File: src/rtl/accel_apb_bridge.sv
// APB responder bridging CPU transfers to accelerator CTRL/STATUS regs
// and to the accelerator RAM host port (gated while start is set).
//
// Ports:
//   clk, rst_n           clock, async active-low reset
//   paddr..pwdata        APB request (paddr[12] selects the RAM window)
//   prdata/pready/pslverr APB response
//   start, output_length_byte  control to the accelerator wrapper
//   done, accel_state, accel_error  status from the accelerator wrapper
//   irq                  level interrupt = done_flag & irq_en
//   mem_*                RAM host port; mem_rdata has 1-cycle latency
module accel_apb_bridge #(
  parameter int MEM_ADDR_WIDTH = 10,
  parameter int MEM_DATA_WIDTH = 32,
  parameter int APB_ADDR_WIDTH = 13,
  parameter int STATE_W        = 4,
  parameter int ERR_W          = 4
) (
  input  logic                      clk,
  input  logic                      rst_n,
  input  logic [APB_ADDR_WIDTH-1:0] paddr,
  input  logic                      psel,
  input  logic                      penable,
  input  logic                      pwrite,
  input  logic [MEM_DATA_WIDTH-1:0] pwdata,
  output logic [MEM_DATA_WIDTH-1:0] prdata,
  output logic                      pready,
  output logic                      pslverr,
  output logic                      start,
  input  logic                      done,
  output logic                      output_length_byte,
  input  logic [STATE_W-1:0]        accel_state,
  input  logic [ERR_W-1:0]          accel_error,
  output logic                      irq,
  output logic                      mem_en,
  output logic                      mem_we,
  output logic [MEM_ADDR_WIDTH-1:0] mem_addr,
  output logic [3:0]                mem_be,
  output logic [MEM_DATA_WIDTH-1:0] mem_wdata,
  input  logic [MEM_DATA_WIDTH-1:0] mem_rdata
);

  localparam logic ST_IDLE    = 1'b0;
  localparam logic ST_RD_WAIT = 1'b1;

  logic state_q, state_d;
  logic start_q, start_d;
  logic olb_q, olb_d;
  logic irq_en_q, irq_en_d;
  logic flag_q, flag_d;
  logic done_q;

  logic access, in_idle, ram_sel;
  logic reg_ctrl, reg_stat;
  logic ram_ok, ctrl_wr, stat_clr, done_edge;
  logic [MEM_DATA_WIDTH-1:0] ctrl_rd, stat_rd;

  // rst_n gates the request so nothing is issued while in reset
  assign access   = psel & penable & rst_n;
  assign in_idle  = (state_q == ST_IDLE);
  assign ram_sel  = paddr[12];
  assign reg_ctrl = (paddr[11:0] == 12'h000);
  assign reg_stat = (paddr[11:0] == 12'h004);

  assign ram_ok   = access & in_idle & ram_sel & ~start_q;
  assign ctrl_wr  = access & in_idle & ~ram_sel & reg_ctrl
                  & pwrite & ~start_q;
  assign stat_clr = access & in_idle & ~ram_sel & reg_stat
                  & pwrite & pwdata[0];
  assign done_edge = done & ~done_q & start_q;

  assign mem_en    = ram_ok;
  assign mem_we    = ram_ok & pwrite;
  assign mem_addr  = ram_ok ? paddr[MEM_ADDR_WIDTH+1:2] : '0;
  assign mem_be    = ram_ok ? 4'hF : 4'h0;
  assign mem_wdata = (ram_ok & pwrite) ? pwdata : '0;

  always_comb begin
    ctrl_rd    = '0;
    ctrl_rd[0] = start_q;
    ctrl_rd[1] = olb_q;
    ctrl_rd[2] = irq_en_q;
    stat_rd    = '0;
    stat_rd[0] = flag_q;
    stat_rd[1] = start_q;
    stat_rd[8 +: STATE_W] = accel_state;
    stat_rd[16 +: ERR_W]  = accel_error;
  end

  always_comb begin
    state_d = state_q;
    pready  = 1'b0;
    pslverr = 1'b0;
    prdata  = '0;
    if (state_q == ST_RD_WAIT) begin
      pready  = 1'b1;
      prdata  = mem_rdata;
      state_d = ST_IDLE;
    end else if (access) begin
      if (ram_sel) begin
        if (start_q) begin
          pready  = 1'b1;
          pslverr = 1'b1;
        end else if (pwrite) begin
          pready = 1'b1;
        end else begin
          state_d = ST_RD_WAIT;
        end
      end else begin
        pready = 1'b1;
        unique case (1'b1)
          reg_ctrl: begin
            if (pwrite) pslverr = start_q;
            else        prdata  = ctrl_rd;
          end
          reg_stat: begin
            if (!pwrite) prdata = stat_rd;
          end
          default: pslverr = 1'b1;
        endcase
      end
    end
  end

  // ctrl_wr needs start=0 and done_edge needs start=1: never both
  always_comb begin
    start_d  = start_q;
    olb_d    = olb_q;
    irq_en_d = irq_en_q;
    flag_d   = flag_q;
    if (ctrl_wr) begin
      start_d  = pwdata[0];
      olb_d    = pwdata[1];
      irq_en_d = pwdata[2];
    end
    if (done_edge) start_d = 1'b0;
    if (done_edge)     flag_d = 1'b1;
    else if (stat_clr) flag_d = 1'b0;
  end

  always_ff @(posedge clk or negedge rst_n) begin
    if (!rst_n) begin
      state_q  <= ST_IDLE;
      start_q  <= 1'b0;
      olb_q    <= 1'b0;
      irq_en_q <= 1'b0;
      flag_q   <= 1'b0;
      done_q   <= 1'b0;
    end else begin
      state_q  <= state_d;
      start_q  <= start_d;
      olb_q    <= olb_d;
      irq_en_q <= irq_en_d;
      flag_q   <= flag_d;
      done_q   <= done;
    end
  end

  assign start              = start_q;
  assign output_length_byte = olb_q;
  assign irq                = flag_q & irq_en_q;

endmodule
File: config.mk
export PLATFORM = sky130hd
export DESIGN_NAME = accel_apb_bridge
export DESIGN_NICKNAME = d
export VERILOG_FILES = /design/src/rtl/accel_apb_bridge.sv
export SDC_FILE = /design/constraint.sdc
export NUM_CORES = 1
export LEC_CHECK = 0
export ABC_AREA = 1
export CORE_MARGIN = 10
export CORE_UTILIZATION = 25
export DETAILED_ROUTE_END_ITERATION = 12
export PLACE_DENSITY = 0.93
export SYNTH_ARGS = -nofsm -noshare
export SYNTH_HDL_FRONTEND = slang
export SYNTH_SLANG_ARGS = --single-unit
export TNS_END_PERCENT = 1
File: constraint.sdc
create_clock -name clk -period 4 [get_ports clk]
set_input_delay 1 -clock clk [delete_from_list [all_inputs] [get_ports clk]]
set_output_delay 1 -clock clk [all_outputs]
set_load 0.01 [all_outputs]
======== Word-level counts from Yosys, hierarchy flattened ========
Cells that the tools add are included.
Widths: inputs -> output; s select.
operators by class
  mux-type cells .......................... 29
  reduce and logical (&&, ||, !) cells .... 3
  bitwise operators ....................... 20
  equal/unequal tests ..................... 1
operators with widths
  cell                 count
  $mux 32              2
  $mux 20              3
  $pmux 20 s2          1
  $mux 1               19
  $and 1x1->1          16
  $eq 12x3->1 const B  1
  $logic_not 12->1     1
  $mux 10              1
  $mux 4               1
  $not 1->1            4
  $reduce_bool 2->1    2
  $mux 3               1
  $pmux 1 s2           1
word-level totals
  output and inout port bits .............. 85
  input bits .............................. 91
  register bits after elaboration ......... 6

======== Logic depth before layout (Yosys ltp) ========
  depth in word-level cells ............... 9
  mapped depth ............................ 9
  mapped depth without buffers ............ 8

======== Worst setup path before layout ========
No wires, ideal clock.
  path type ............................... input to output
  start ................................... input paddr[12]
  end ..................................... output mem_wdata[22]
  data required time ...................... 3.000 ns
  stages on the path ...................... 5
  data arrival time ....................... 1.873 ns
  setup slack ............................. 1.127 ns
  cell sequence ........................... inv_1 nor3_4 nand2_4 buf_6 nor2_1
between the ends
  word-level cells in the longest chain between the ends .. 4
RTL lines
  element                    line  RTL
  from (decl)                21    input logic [APB_ADDR_WIDTH-1:0] paddr,
  $and 1x1->1 (2 in series)  65    assign ram_ok = access & in_idle & ram_sel & ~start_q;
  net mem_en                 35    output logic mem_en,
  $and 1x1->1                76    assign mem_wdata = (ram_ok & pwrite) ? pwdata : '0;
  $mux 32                    76
  to (decl)                  39    output logic [MEM_DATA_WIDTH-1:0] mem_wdata,
The timed path passes the listed nets, and every way through them passes these cells.

======== Final worst setup path ========
  start ................................... input rst_n
  end ..................................... output mem_addr[2]
between the ends
  word-level cells in the longest chain between the ends .. 5
RTL lines
  element                    line  RTL
  from (decl)                20    input logic rst_n,
  $and 1x1->1                59    assign access = psel & penable & rst_n;
  $and 1x1->1 (3 in series)  65
  $mux 10                    74    assign mem_addr = ram_ok ? paddr[MEM_ADDR_WIDTH+1:2] : '0;
  to (decl)                  37    output logic [MEM_ADDR_WIDTH-1:0] mem_addr,
No other way between the ends.

==> parameters.txt <==
Parameter                              Value

Logic synthesis
  Area share of the largest cell type after synthesis    22.7%
  Distinct cell type count after synthesis    19
  Nets in the synthesized netlist    332
  Area contributors post-synth    sky130_fd_sc_hd__inv_1 23%, sky130_fd_sc_hd__nand2_1 20%, sky130_fd_sc_hd__nor2_1 15%
  Mean Syn Cell Area    4.88 sq um
  Area of the mapped netlist    1180 sq um
  Synth Instances    241
  FF+latch count, synth    6
  Seq/Total Area, Yosys    12.8%
  Yosys top cell by area    sky130_fd_sc_hd__inv_1
  Warnings from Yosys    0

Timing
  Setup repair after global routing missed its margin    true
  Worst-case headroom to the max-slew limit    65.7%
  Post-Route Skew    0.00128 ns
  Highest attainable clock frequency    254 MHz
  Least-Margin Pin Slew    0.513 ns
  Crit path time final    3.93 ns
  Period Utilization, post-route    98.4%
  Max-slew violation total from the final report    0
  Endpoints failing hold    0
  Final setup violation count    0
  Final setup margin    0.0657 ns
  Hold slack final    0.487 ns

Clocking
  Number of buffers created by CTS    3
  Number of sinks on the clock net    6
  Clk slew on worst S/H paths    0.04 ns
  Largest buffer count on any clock path    2
  Clock tree from TritonCTS    done
  Post-CTS repair timing setup buffer count    0
  Root Buffer Master    sky130_fd_sc_hd__clkbuf_8
  PostCTS Resize Cnt    1
  Number of H-tree branching levels    1
  Clock insertion delay at the later pin of the skew report    0.22 ns
  CTS hold repair buffers    0

GRT
  Vias in the first global route    1,947
  Antenna violations before repair    0
  Global-route layer with the greatest usage    met2
  Met2 Track Usage GR    30.3%
  GR met1 Demand/Resource    16.3%
  Remaining global-route overflow    0
  Met3 usage in global routing    5.33%
  Global-route usage over all layers    16.0%
  Wire length of the first global-routing pass    9930 um
  Maximum number of pins on one net before global-route repair    33

Route
  Final ANT Viol Nets    0
  Via-per-instance ratio    4.23
  Wire length after detailed routing    6870 um
  First DRT Iteration DRCs    43
  Number of iterations in the first detailed-routing pass    6
  Count of unresolved DRC violations after routing    0
  Count of vias placed by the detailed router    1,948
  DR WL/cell    14.9 um

Critical path
  Worst Setup End Kind    primary output
  Startpoint kind of the worst setup timing path    input pin
  Worst stage delay on the critical path    0.59 ns
  Slowest stage cell, crit path    sky130_fd_sc_hd__clkdlybuf4s50_1
  Most common cell on crit path    sky130_fd_sc_hd__clkdlybuf4s50_1
  Cell Chain, Critical Path    clkdlybuf4s50_1 -> nand4_4 -> nor3_4 -> buf_6 -> inv_2 -> nor2_1 -> clkdlybuf4s50_1
  Highest fanout seen on the critical path    12
  Category of the most critical setup path    input pin to primary output
  Endpoint required time on the critical path    3.00 ns
  Worst path arrival time    2.93 ns

Floorplan
  Placeable core region    4440 sq um
  Width of the die    88.6 um
  Number of top-level design ports    176
  Die span in y    88.6 um
  Initial Util    26.5%
  Die area    7850 sq um
  Row count    24

Pwr
  Power per Cell Area    109 nW/um^2
  Worst vdd ir    0.000140 V
  Total power    0.000326 W
  Leakage component of the power    1.58 nW

Flow run
  Count of max-cap constraint violations    0

Final layout
  Antenna diodes    0
  Final core area utilization    67.2%
  Number of nets in the final layout    502
  Share of post-route cells with drive strength above 1    5.87%
  Area overhead of the layout relative to synthesis    154%

Placed design
  Detail Placement HPWL    6080 um
  Number of port buffers    175
  Routability congestion estimate from global placement    0.840
  Setup slack after placement    -0.0415 ns

Worst hold path
  Class of the tightest hold or removal check    register to register

Status
  Run status    completed
[state kept, by name, indices dropped and copies added (netlist names)]
signal	flops
done_q	1
flag_q	1
irq_en_q	1
output_length_byte	1
start	1
state_q	1
[placed cells by master (no fill, tap or decap)]
master / n
sky130_fd_sc_hd__nor2_2: 11
sky130_fd_sc_hd__buf_6: 1
sky130_fd_sc_hd__nor3_1: 1
sky130_fd_sc_hd__a21oi_1: 1
sky130_fd_sc_hd__nor2_4: 1
sky130_fd_sc_hd__nand3_1: 15
sky130_fd_sc_hd__inv_1: 71
sky130_fd_sc_hd__o21ai_0: 3
sky130_fd_sc_hd__nand4_4: 1
sky130_fd_sc_hd__nand2_1: 64
sky130_fd_sc_hd__inv_2: 2
sky130_fd_sc_hd__buf_4: 3
sky130_fd_sc_hd__nand4_1: 1
sky130_fd_sc_hd__clkinv_1: 1
sky130_fd_sc_hd__dfrtp_1: 6
sky130_fd_sc_hd__nor3_4: 1
sky130_fd_sc_hd__clkdlybuf4s50_1: 172
sky130_fd_sc_hd__dlymetal6s2s_1: 3
sky130_fd_sc_hd__clkbuf_8: 3
sky130_fd_sc_hd__nor2_1: 47
sky130_fd_sc_hd__nand2_8: 1
[layout make-up]
class / count / area, sq um
clock buffers: 3 / 41.3
inverters: 74 / 278
flip-flops and latches: 6 / 150
repair buffers: 179 / 1790
multi-input cells: 147 / 661
fillers: 388 / 1460
well taps: 52 / 65.1
[through the flow]
step	instance area (sq um)	std cells	TNS [ns]
2_1_floorplan	1180	241	0
3_3_place_gp	2920	458	0
3_5_place_dp	2920	458	-0.0463
4_1_cts	2970	461	0
5_1_grt	2990	461	-0.0734
6_report	2990	461	0
[Yosys cell counts, drive strengths merged]
cell type,count
inv,73
nand2,65
nor2,59
nand3,15
buf,11
dfrtp,6
clkbuf,3
o21ai,3
nand4,2
nor3,2
a21oi,1
clkinv,1
[per-layer routing]
layer | routed length, um | share of wire (%)
met1 | 2430 | 35
met2 | 3690 | 54
met3 | 678 | 9.9
met4 | 71 | 1.0
met5 | 0 | 0
[worst paths after layout]
path,startpoint,end,slack [ns],cells past startpoint
max in group asynchronous,rst_n,start,2.71,2
worst max-delay path,rst_n,mem_addr[2],0.07,7
worst max register to register,state_q,flag_q,2.67,8
min in group asynchronous,rst_n,state_q,1.17,2
worst min-delay path,done_q,flag_q,0.49,3
worst min register to register,done_q,flag_q,0.49,3
[worst max-delay path, delay by kind of cell]
kind / cells / cell delay, ns
buf+inv: 4 / 1.40
simple gates: 3 / 0.53
[power breakdown]
part / internal [W] / switching, W
clock: 0.0000645 / 0.0000245
sequential: 0.0000647 / 0.00000565
combinational: 0.000110 / 0.0000569
[cells by family (layout without fill, tap and decap cells)]
family                 count (synthesis)  after routing  synth area share, %
buffers and inverters                 88            256                 32.4
and+or+nand+nor                      143            143                 53.1
AOI/OAI and AO/OA                      4              4                 1.70
DFF                                    6              6                 12.8
Note: power is estimated with default switching activity, not from simulation.
